[config.mk]
export PLATFORM = sky130hd
export DESIGN_NAME = muldiv_sequencer_flat
export DESIGN_NICKNAME = d
export VERILOG_FILES = /design/src/rtl/muldiv_pkg.sv /design/src/rtl/muldiv_sequencer_if.sv /design/src/rtl/muldiv_datapath.sv /design/src/rtl/muldiv_sequencer.sv /design/src/flat_wrapper.sv
export SDC_FILE = /design/constraint.sdc
export NUM_CORES = 1
export LEC_CHECK = 0
export BUFFER_PORTS_ARGS = -buffer_cell sky130_fd_sc_hd__buf_2
export CORE_MARGIN = 2
export CORE_UTILIZATION = 35
export DETAILED_ROUTE_END_ITERATION = 12
export SLEW_MARGIN = 20
export SYNTH_ARGS = -nofsm -noshare
export SYNTH_HDL_FRONTEND = slang
export SYNTH_HIERARCHICAL = 1
export SYNTH_SLANG_ARGS = --single-unit
[constraint.sdc]
create_clock -name clk -period 3.7 [get_ports clk]
set_clock_uncertainty 0.2 [all_clocks]
set_input_delay 0.37 -clock clk [delete_from_list [all_inputs] [get_ports clk]]
set_output_delay 0.37 -clock clk [all_outputs]
set_load 0.005 [all_outputs]
[src/rtl/muldiv_pkg.sv]
// Shared definitions for the MULT/DIV sequencer: ALU control codes, FSM
// encoding and the operation kind carried through a multi-cycle request.
package muldiv_pkg;

    localparam logic [3:0] OP_MULT = 4'b1111;
    localparam logic [3:0] OP_DIV  = 4'b1110;

    typedef enum logic [2:0] {
        S_IDLE  = 3'd0,
        S_PREP  = 3'd1,
        S_RUN   = 3'd2,
        S_FIXUP = 3'd3,
        S_DONE  = 3'd4
    } state_t;

    typedef enum logic {
        K_MULT = 1'b0,
        K_DIV  = 1'b1
    } op_kind_t;

endpackage

[src/rtl/muldiv_sequencer_if.sv]
// Request/result bundle between the EX stage (master) and the MULT/DIV
// sequencer (slave); HI/LO results travel back on the same interface.
interface muldiv_sequencer_if #(
    parameter int WIDTH = 32
);
    logic             start;
    logic [3:0]       alu_ctrl;
    logic [WIDTH-1:0] op_a;
    logic [WIDTH-1:0] op_b;
    logic             busy;
    logic             done;
    logic             div_by_zero;
    logic [WIDTH-1:0] hi;
    logic [WIDTH-1:0] lo;

    modport master (
        output start, alu_ctrl, op_a, op_b,
        input  busy, done, div_by_zero, hi, lo
    );

    modport slave (
        input  start, alu_ctrl, op_a, op_b,
        output busy, done, div_by_zero, hi, lo
    );
endinterface

[src/rtl/muldiv_datapath.sv]
// Combinational single-step engine: one shift-add multiply bit or one
// restoring-divide bit per evaluation, on unsigned magnitudes.
module muldiv_datapath
    import muldiv_pkg::*;
#(
    parameter int WIDTH = 32
) (
    input  logic [2*WIDTH-1:0] i_acc,
    input  logic [WIDTH-1:0]   i_operand,
    input  op_kind_t           i_op,
    output logic [2*WIDTH-1:0] o_acc
);

    logic [WIDTH:0]     w_sum;
    logic [2*WIDTH-1:0] w_mul_next;
    logic [WIDTH:0]     w_rem_sh;
    logic               w_ge;
    logic [WIDTH-1:0]   w_rem_new;
    logic [2*WIDTH-1:0] w_div_next;

    // MULT: acc = {partial_hi, multiplier}; the carry out of the add shifts into the top bit.
    assign w_sum      = {1'b0, i_acc[2*WIDTH-1:WIDTH]} + (i_acc[0] ? {1'b0, i_operand} : '0);
    assign w_mul_next = {w_sum, i_acc[WIDTH-1:1]};

    // DIV: acc = {rem, quot}; the shifted remainder is kept W+1 bits so no bit is lost.
    assign w_rem_sh   = i_acc[2*WIDTH-1:WIDTH-1];
    assign w_ge       = (w_rem_sh >= {1'b0, i_operand});
    assign w_rem_new  = w_ge ? WIDTH'(w_rem_sh - {1'b0, i_operand}) : w_rem_sh[WIDTH-1:0];
    assign w_div_next = {w_rem_new, i_acc[WIDTH-2:0], w_ge};

    assign o_acc = (i_op == K_DIV) ? w_div_next : w_mul_next;

endmodule

[src/rtl/muldiv_sequencer.sv]
// Multi-cycle signed MULT/DIV sequencer owning the architectural HI/LO
// registers; holds busy so the pipeline stalls while an operation runs.
module muldiv_sequencer
    import muldiv_pkg::*;
#(
    parameter int WIDTH = 32
) (
    input  logic               clk,
    input  logic               rst_n,
    muldiv_sequencer_if.slave  bus
);

    localparam int            CW   = $clog2(WIDTH);
    localparam logic [CW-1:0] LAST = CW'(WIDTH - 1);

    state_t             r_state;
    state_t             w_next;
    op_kind_t           r_op;
    logic [WIDTH-1:0]   r_a;
    logic [WIDTH-1:0]   r_b;
    logic [WIDTH-1:0]   r_operand;
    logic [2*WIDTH-1:0] r_acc;
    logic [CW-1:0]      r_cnt;
    logic               r_neg_lo;
    logic               r_neg_rem;
    logic               r_dbz;
    logic [WIDTH-1:0]   r_hi;
    logic [WIDTH-1:0]   r_lo;

    logic               w_accept;
    logic               w_div0;
    logic               w_busy;
    logic               w_done;
    logic [WIDTH-1:0]   w_mag_a;
    logic [WIDTH-1:0]   w_mag_b;
    logic [2*WIDTH-1:0] w_acc_next;
    logic [2*WIDTH-1:0] w_prod;
    logic [WIDTH-1:0]   w_quot;
    logic [WIDTH-1:0]   w_rem;

    assign w_accept = (r_state == S_IDLE) && bus.start &&
                      ((bus.alu_ctrl == OP_MULT) || (bus.alu_ctrl == OP_DIV));
    assign w_div0   = (r_op == K_DIV) && (r_b == '0);

    // Negating as an unsigned W-bit value maps 0x80000000 onto itself, its true magnitude.
    assign w_mag_a  = r_a[WIDTH-1] ? -r_a : r_a;
    assign w_mag_b  = r_b[WIDTH-1] ? -r_b : r_b;

    assign w_prod   = r_neg_lo  ? -r_acc              : r_acc;
    assign w_quot   = r_neg_lo  ? -r_acc[WIDTH-1:0]   : r_acc[WIDTH-1:0];
    assign w_rem    = r_neg_rem ? -r_acc[2*WIDTH-1:WIDTH] : r_acc[2*WIDTH-1:WIDTH];

    muldiv_datapath #(.WIDTH(WIDTH)) u_datapath (
        .i_acc     (r_acc),
        .i_operand (r_operand),
        .i_op      (r_op),
        .o_acc     (w_acc_next)
    );

    // NOTE: sequential state uses non-blocking assignments so every register
    // samples pre-edge values regardless of block ordering.
    always_ff @(posedge clk or negedge rst_n) begin
        if (!rst_n) r_state <= S_IDLE;
        else        r_state <= w_next;
    end

    // NOTE: every output of this block gets a default first so no path infers a latch.
    always_comb begin
        w_next = r_state;
        w_busy = 1'b1;
        w_done = 1'b0;
        unique case (r_state)
            S_IDLE: begin
                w_busy = 1'b0;
                if (w_accept) w_next = S_PREP;
            end
            S_PREP:  w_next = w_div0 ? S_DONE : S_RUN;
            S_RUN:   if (r_cnt == LAST) w_next = S_FIXUP;
            S_FIXUP: w_next = S_DONE;
            S_DONE: begin
                w_done = 1'b1;
                w_next = S_IDLE;
            end
            default: w_next = S_IDLE;
        endcase
    end

    always_ff @(posedge clk or negedge rst_n) begin
        if (!rst_n) begin
            r_op      <= K_MULT;
            r_a       <= '0;
            r_b       <= '0;
            r_operand <= '0;
            r_acc     <= '0;
            r_cnt     <= '0;
            r_neg_lo  <= 1'b0;
            r_neg_rem <= 1'b0;
            r_dbz     <= 1'b0;
            r_hi      <= '0;
            r_lo      <= '0;
        end else begin
            unique case (r_state)
                S_IDLE: if (w_accept) begin
                    r_a   <= bus.op_a;
                    r_b   <= bus.op_b;
                    r_op  <= (bus.alu_ctrl == OP_DIV) ? K_DIV : K_MULT;
                    r_dbz <= 1'b0;
                end
                S_PREP: begin
                    r_neg_lo  <= r_a[WIDTH-1] ^ r_b[WIDTH-1];
                    r_neg_rem <= r_a[WIDTH-1];
                    r_cnt     <= '0;
                    if (r_op == K_DIV) begin
                        r_acc     <= {{WIDTH{1'b0}}, w_mag_a};
                        r_operand <= w_mag_b;
                    end else begin
                        r_acc     <= {{WIDTH{1'b0}}, w_mag_b};
                        r_operand <= w_mag_a;
                    end
                    if (w_div0) begin
                        r_dbz <= 1'b1;
                        r_lo  <= '1;
                        r_hi  <= r_a;
                    end
                end
                S_RUN: begin
                    r_acc <= w_acc_next;
                    r_cnt <= r_cnt + 1'b1;
                end
                S_FIXUP: begin
                    if (r_op == K_DIV) begin
                        r_hi <= w_rem;
                        r_lo <= w_quot;
                    end else begin
                        r_hi <= w_prod[2*WIDTH-1:WIDTH];
                        r_lo <= w_prod[WIDTH-1:0];
                    end
                end
                default: ;
            endcase
        end
    end

    assign bus.busy        = w_busy;
    assign bus.done        = w_done;
    assign bus.div_by_zero = r_dbz;
    assign bus.hi          = r_hi;
    assign bus.lo          = r_lo;

endmodule

[src/flat_wrapper.sv]
// flat-port wrapper written by rule: the top's interface ports become plain ports
module muldiv_sequencer_flat import muldiv_pkg::*;
#(
    parameter int WIDTH = 32
)
  (clk, rst_n, bus_start, bus_alu_ctrl, bus_op_a, bus_op_b, bus_busy, bus_done, bus_div_by_zero, bus_hi, bus_lo);
  muldiv_sequencer_if #(.WIDTH(WIDTH)) bus_i ();
  input  logic clk;
  input  logic rst_n;
  input wire logic [$bits(bus_i.start)-1:0] bus_start;
  input wire logic [$bits(bus_i.alu_ctrl)-1:0] bus_alu_ctrl;
  input wire logic [$bits(bus_i.op_a)-1:0] bus_op_a;
  input wire logic [$bits(bus_i.op_b)-1:0] bus_op_b;
  output wire logic [$bits(bus_i.busy)-1:0] bus_busy;
  output wire logic [$bits(bus_i.done)-1:0] bus_done;
  output wire logic [$bits(bus_i.div_by_zero)-1:0] bus_div_by_zero;
  output wire logic [$bits(bus_i.hi)-1:0] bus_hi;
  output wire logic [$bits(bus_i.lo)-1:0] bus_lo;
  assign bus_i.start = bus_start;
  assign bus_i.alu_ctrl = bus_alu_ctrl;
  assign bus_i.op_a = bus_op_a;
  assign bus_i.op_b = bus_op_b;
  assign bus_busy = bus_i.busy;
  assign bus_done = bus_i.done;
  assign bus_div_by_zero = bus_i.div_by_zero;
  assign bus_hi = bus_i.hi;
  assign bus_lo = bus_i.lo;
  muldiv_sequencer #(.WIDTH(WIDTH)) u_core (.clk(clk), .rst_n(rst_n), .bus(bus_i));
endmodule
==> results.py <==
metrics = {
    "synthesis": {
        "syn_area_um2": 17600,
        "netlist_instances": 2042,
        "synth_cell_types": 79,
        "synth.area.top_cells": "dfrtp_1, mux2_2, xor2_1, ha_1, nand2_1",
        "yosys_warnings": 6,
        "async_reset_ff_share_pct": 100,
        "synth_nets": 2185,
        "synthFlopType": "dfrtp_1",
        "ys_ff_latch": 236,
        "synth-edff-count": 0,
        "synth_seq_area_share_pct": 33.5,
        "avgSynthCellArea_um2": 8.62,
        "synth_top_area_share_pct": 33.5,
        "yosysTopAreaCell": "dfrtp_1",
    },
    "cts": {
        "cts.sinks": 236,
        "h-tree-depth": 1,
        "clk_pin_slew_worst_paths_ns": 0.06,
        "cts.path.max_buffers": 3,
        "clk_latency_ns": 0.57,
        "cts_buffers": 27,
        "cts_root_buffer": "clkbuf_16",
        "cts_tree": "yes",
    },
    "worst_setup_path": {
        "crit_arrival_ns": 3.86,
        "reg2reg_to": "u_core/r_acc[49]",
        "path_buf_inv": 3,
        "startpoint_type": "flop",
        "path_depth": 14,
        "reg2reg_depth": 14,
        "regToRegStartpoint": "u_core/r_operand[1]",
        "critPathMaxStageDelay_ns": 0.43,
        "critPathCaptureType": "flop",
        "worst_path_max_delay_cell": "a2111oi_4",
        "crit_path_cell_trace": "inv_1 -> ha_1 -> nor2b_1 -> o31a_1 -> o31ai_1 -> buf_4 -> a2111oi_4 -> nor2_4 -> o31ai_4 -> buf_12 -> mux2_1 -> nand2_1 -> o21ai_1 -> a22o_1",
        "critical_path_class": "reg2reg",
        "critPathTopFamily": "compound AO/OA/AOI/OAI gates",
        "required_ns": 3.96,
        "path_max_fanout": 21,
        "r2r_slack_ns": 0.10,
    },
    "final_layout": {
        "drive_above_1_share_pct": 19.7,
        "most-common-layout-cells": "dfrtp_1, nand2_1, a21oi_1",
        "finalNonFillerCells": 2950,
        "fin_nets": 2402,
        "antenna_cells": 0,
        "final_common_cell": "dfrtp_1",
        "syn2layout_area_growth_pct": 20.4,
        "final_area_um2": 21200,
        "fin_util_pct": 42.5,
    },
    "place": {
        "dp_hpwl_um": 49600,
        "dpl_cell_area_um2": 19600,
        "dp_slack_ns": 0.126,
        "dp_cells": 2834,
        "port-buffer-count": 137,
        "place_congestion": 0.945,
    },
    "flow_run": {
        "cap_violations": 0,
    },
    "hold_path": {
        "hold_depth": 4,
        "hp-class": "in2reg",
        "hp-start": "bus_alu_ctrl[1]",
        "whs_endpoint": "u_core/bus.div_by_zero",
    },
    "timing": {
        "max_slew_margin_pct": 40.5,
        "post-route-min-period_ns": 3.60,
        "period_share_pct": 97.3,
        "setup_viol": 0,
        "worstMarginPinSlew_ns": 0.892,
        "fin_setup_tns_ns": 0,
        "setup_slack_ns": 0.100,
        "drv_slew": 0,
        "fmax_mhz": 278,
        "holdWs_ns": 0.0456,
        "rsz0062_at_grt": "no",
        "hold_viol_final": 0,
    },
    "route": {
        "drc_errors": 0,
        "first_pass_iters": 5,
        "viasPerCell": 5.82,
        "num_vias": 17200,
        "wire_per_inst_um": 22.0,
        "route.antenna.remaining_nets": 0,
        "first_iter_violations": 1659,
        "routed_wl_um": 64800,
    },
    "floorplanning": {
        "die-width_um": 228,
        "die_area_um2": 52100,
        "ioPinCount": 138,
        "start_util_pct": 35.3,
        "fp-row-count": 82,
        "core_region_area_um2": 49900,
        "chipHeight_um": 228,
    },
    "grt": {
        "grt_pass1_vias": 16300,
        "antenna_found_initial": 0,
        "grt_usage_pct": 24.0,
        "grt_pass1_wl_um": 98500,
        "grt_max_degree": 106,
        "overflow": 0,
    },
    "run_status": {
        "status": "finished, final reports clean",
    },
    "power_and_ir_drop": {
        "peakVddDrop_uv": 424,
        "total_power_mw": 21.2,
        "p_leak_nw": 9.36,
        "powerDensity_nw_per_um2": 1000,
    },
}
-- worst max path at each step --
stage	endpoint	slack, ns	from
finish	u_core/r_acc[49]	0.10	u_core/r_operand[1]
global route	u_core/r_acc[61]	0.003	u_core/r_acc[0]
CTS	u_core/r_acc[49]	0.08	u_core/r_operand[17]
detailed placement	u_core/r_acc[49]	0.13	u_core/r_operand[17]
global placement	u_core/r_acc[50]	0.13	u_core/r_operand[17]
floorplan	u_core/r_acc[61]	0.35	u_core/r_acc[0]
-- area by class of cell --
class / count / area (µm²)
Clock buffer: 38 / 777
Inverter: 60 / 225
Tap cell: 672 / 841
Multi-Input combinational cell: 1608 / 10900
Timing Repair Buffer: 326 / 2380
Fill cell: 4971 / 28700
Sequential cell: 236 / 5910
Clock inverter: 10 / 135
-- registers in the layout (all words and copies together) (netlist names) --
signal,flops
u_core/r_operand,32
u_core/r_cnt,5
u_core/bus.hi,32
u_core/r_neg_rem,1
u_core/r_acc,64
u_core/r_neg_lo,1
u_core/r_state,3
u_core/bus.lo,32
u_core/r_a,32
u_core/r_b,32
u_core/bus.div_by_zero,1
u_core/r_op,1
-- layer usage --
metal	GRT usage (%)	vias to the layer above	wire (µm)
li1	-	7888	-
met1	32.1	8418	27800
met2	39.0	730	29800
met3	2.26	138	3660
met4	11.8	0	3440
met5	0	-	0
-- synthesized netlist by cell type (32+ instances only) --
library cell and instances:
ha_1 70, nor2_1 138, inv_1 58, o21ai_0 142, xor2_1 114, mux2_2 105
a21oi_1 147, nor3_1 44, xnor2_1 60, a22o_1 34, and2_1 39, clkbuf_1 108
dfrtp_1 236, nand2_1 212, a21o_1 33, nand3_1 32
-- worst register-to-register path, cell delays in order (launching register included) --
cell and delay (ns):
dfrtp_1 0.41, inv_1 0.10, ha_1 0.32, nor2b_1 0.29, o31a_1 0.21, o31ai_1 0.08, buf_4 0.16, a2111oi_4 0.43
nor2_4 0.08, o31ai_4 0.33, buf_12 0.20, mux2_1 0.34, nand2_1 0.07, o21ai_1 0.07, a22o_1 0.22
-- logic make-up after synthesis --
family / synth area share (%)
AND/OR/NAND/NOR: 17.5
AO/OA/AOI/OAI: 22.7
flip-flops: 33.5
buffers and inverters: 4.65
XOR/XNOR: 8.66
multiplexers: 7.83
adder cells (fa/ha/maj): 5.20
-- power by group --
part	switching, mW	leakage (nW)	internal (mW)
combinational	7.73	6.00	5.48
sequential	1.53	2.92	3.69
clock	1.13	0.449	1.66
total	10.4	9.36	10.8
-- what timing repair did --
| action | 4_1_cts | 5_1_grt |
|---|---|---|
| setup endpoints to repair | 0 | 30 |
| hold buffers | 66 | 0 |
| hold endpoints to repair | 168 | 0 |
| gates resized for setup | 0 | 5 |
| setup buffers | 0 | 2 |
(Power assumes the default switching activity.)
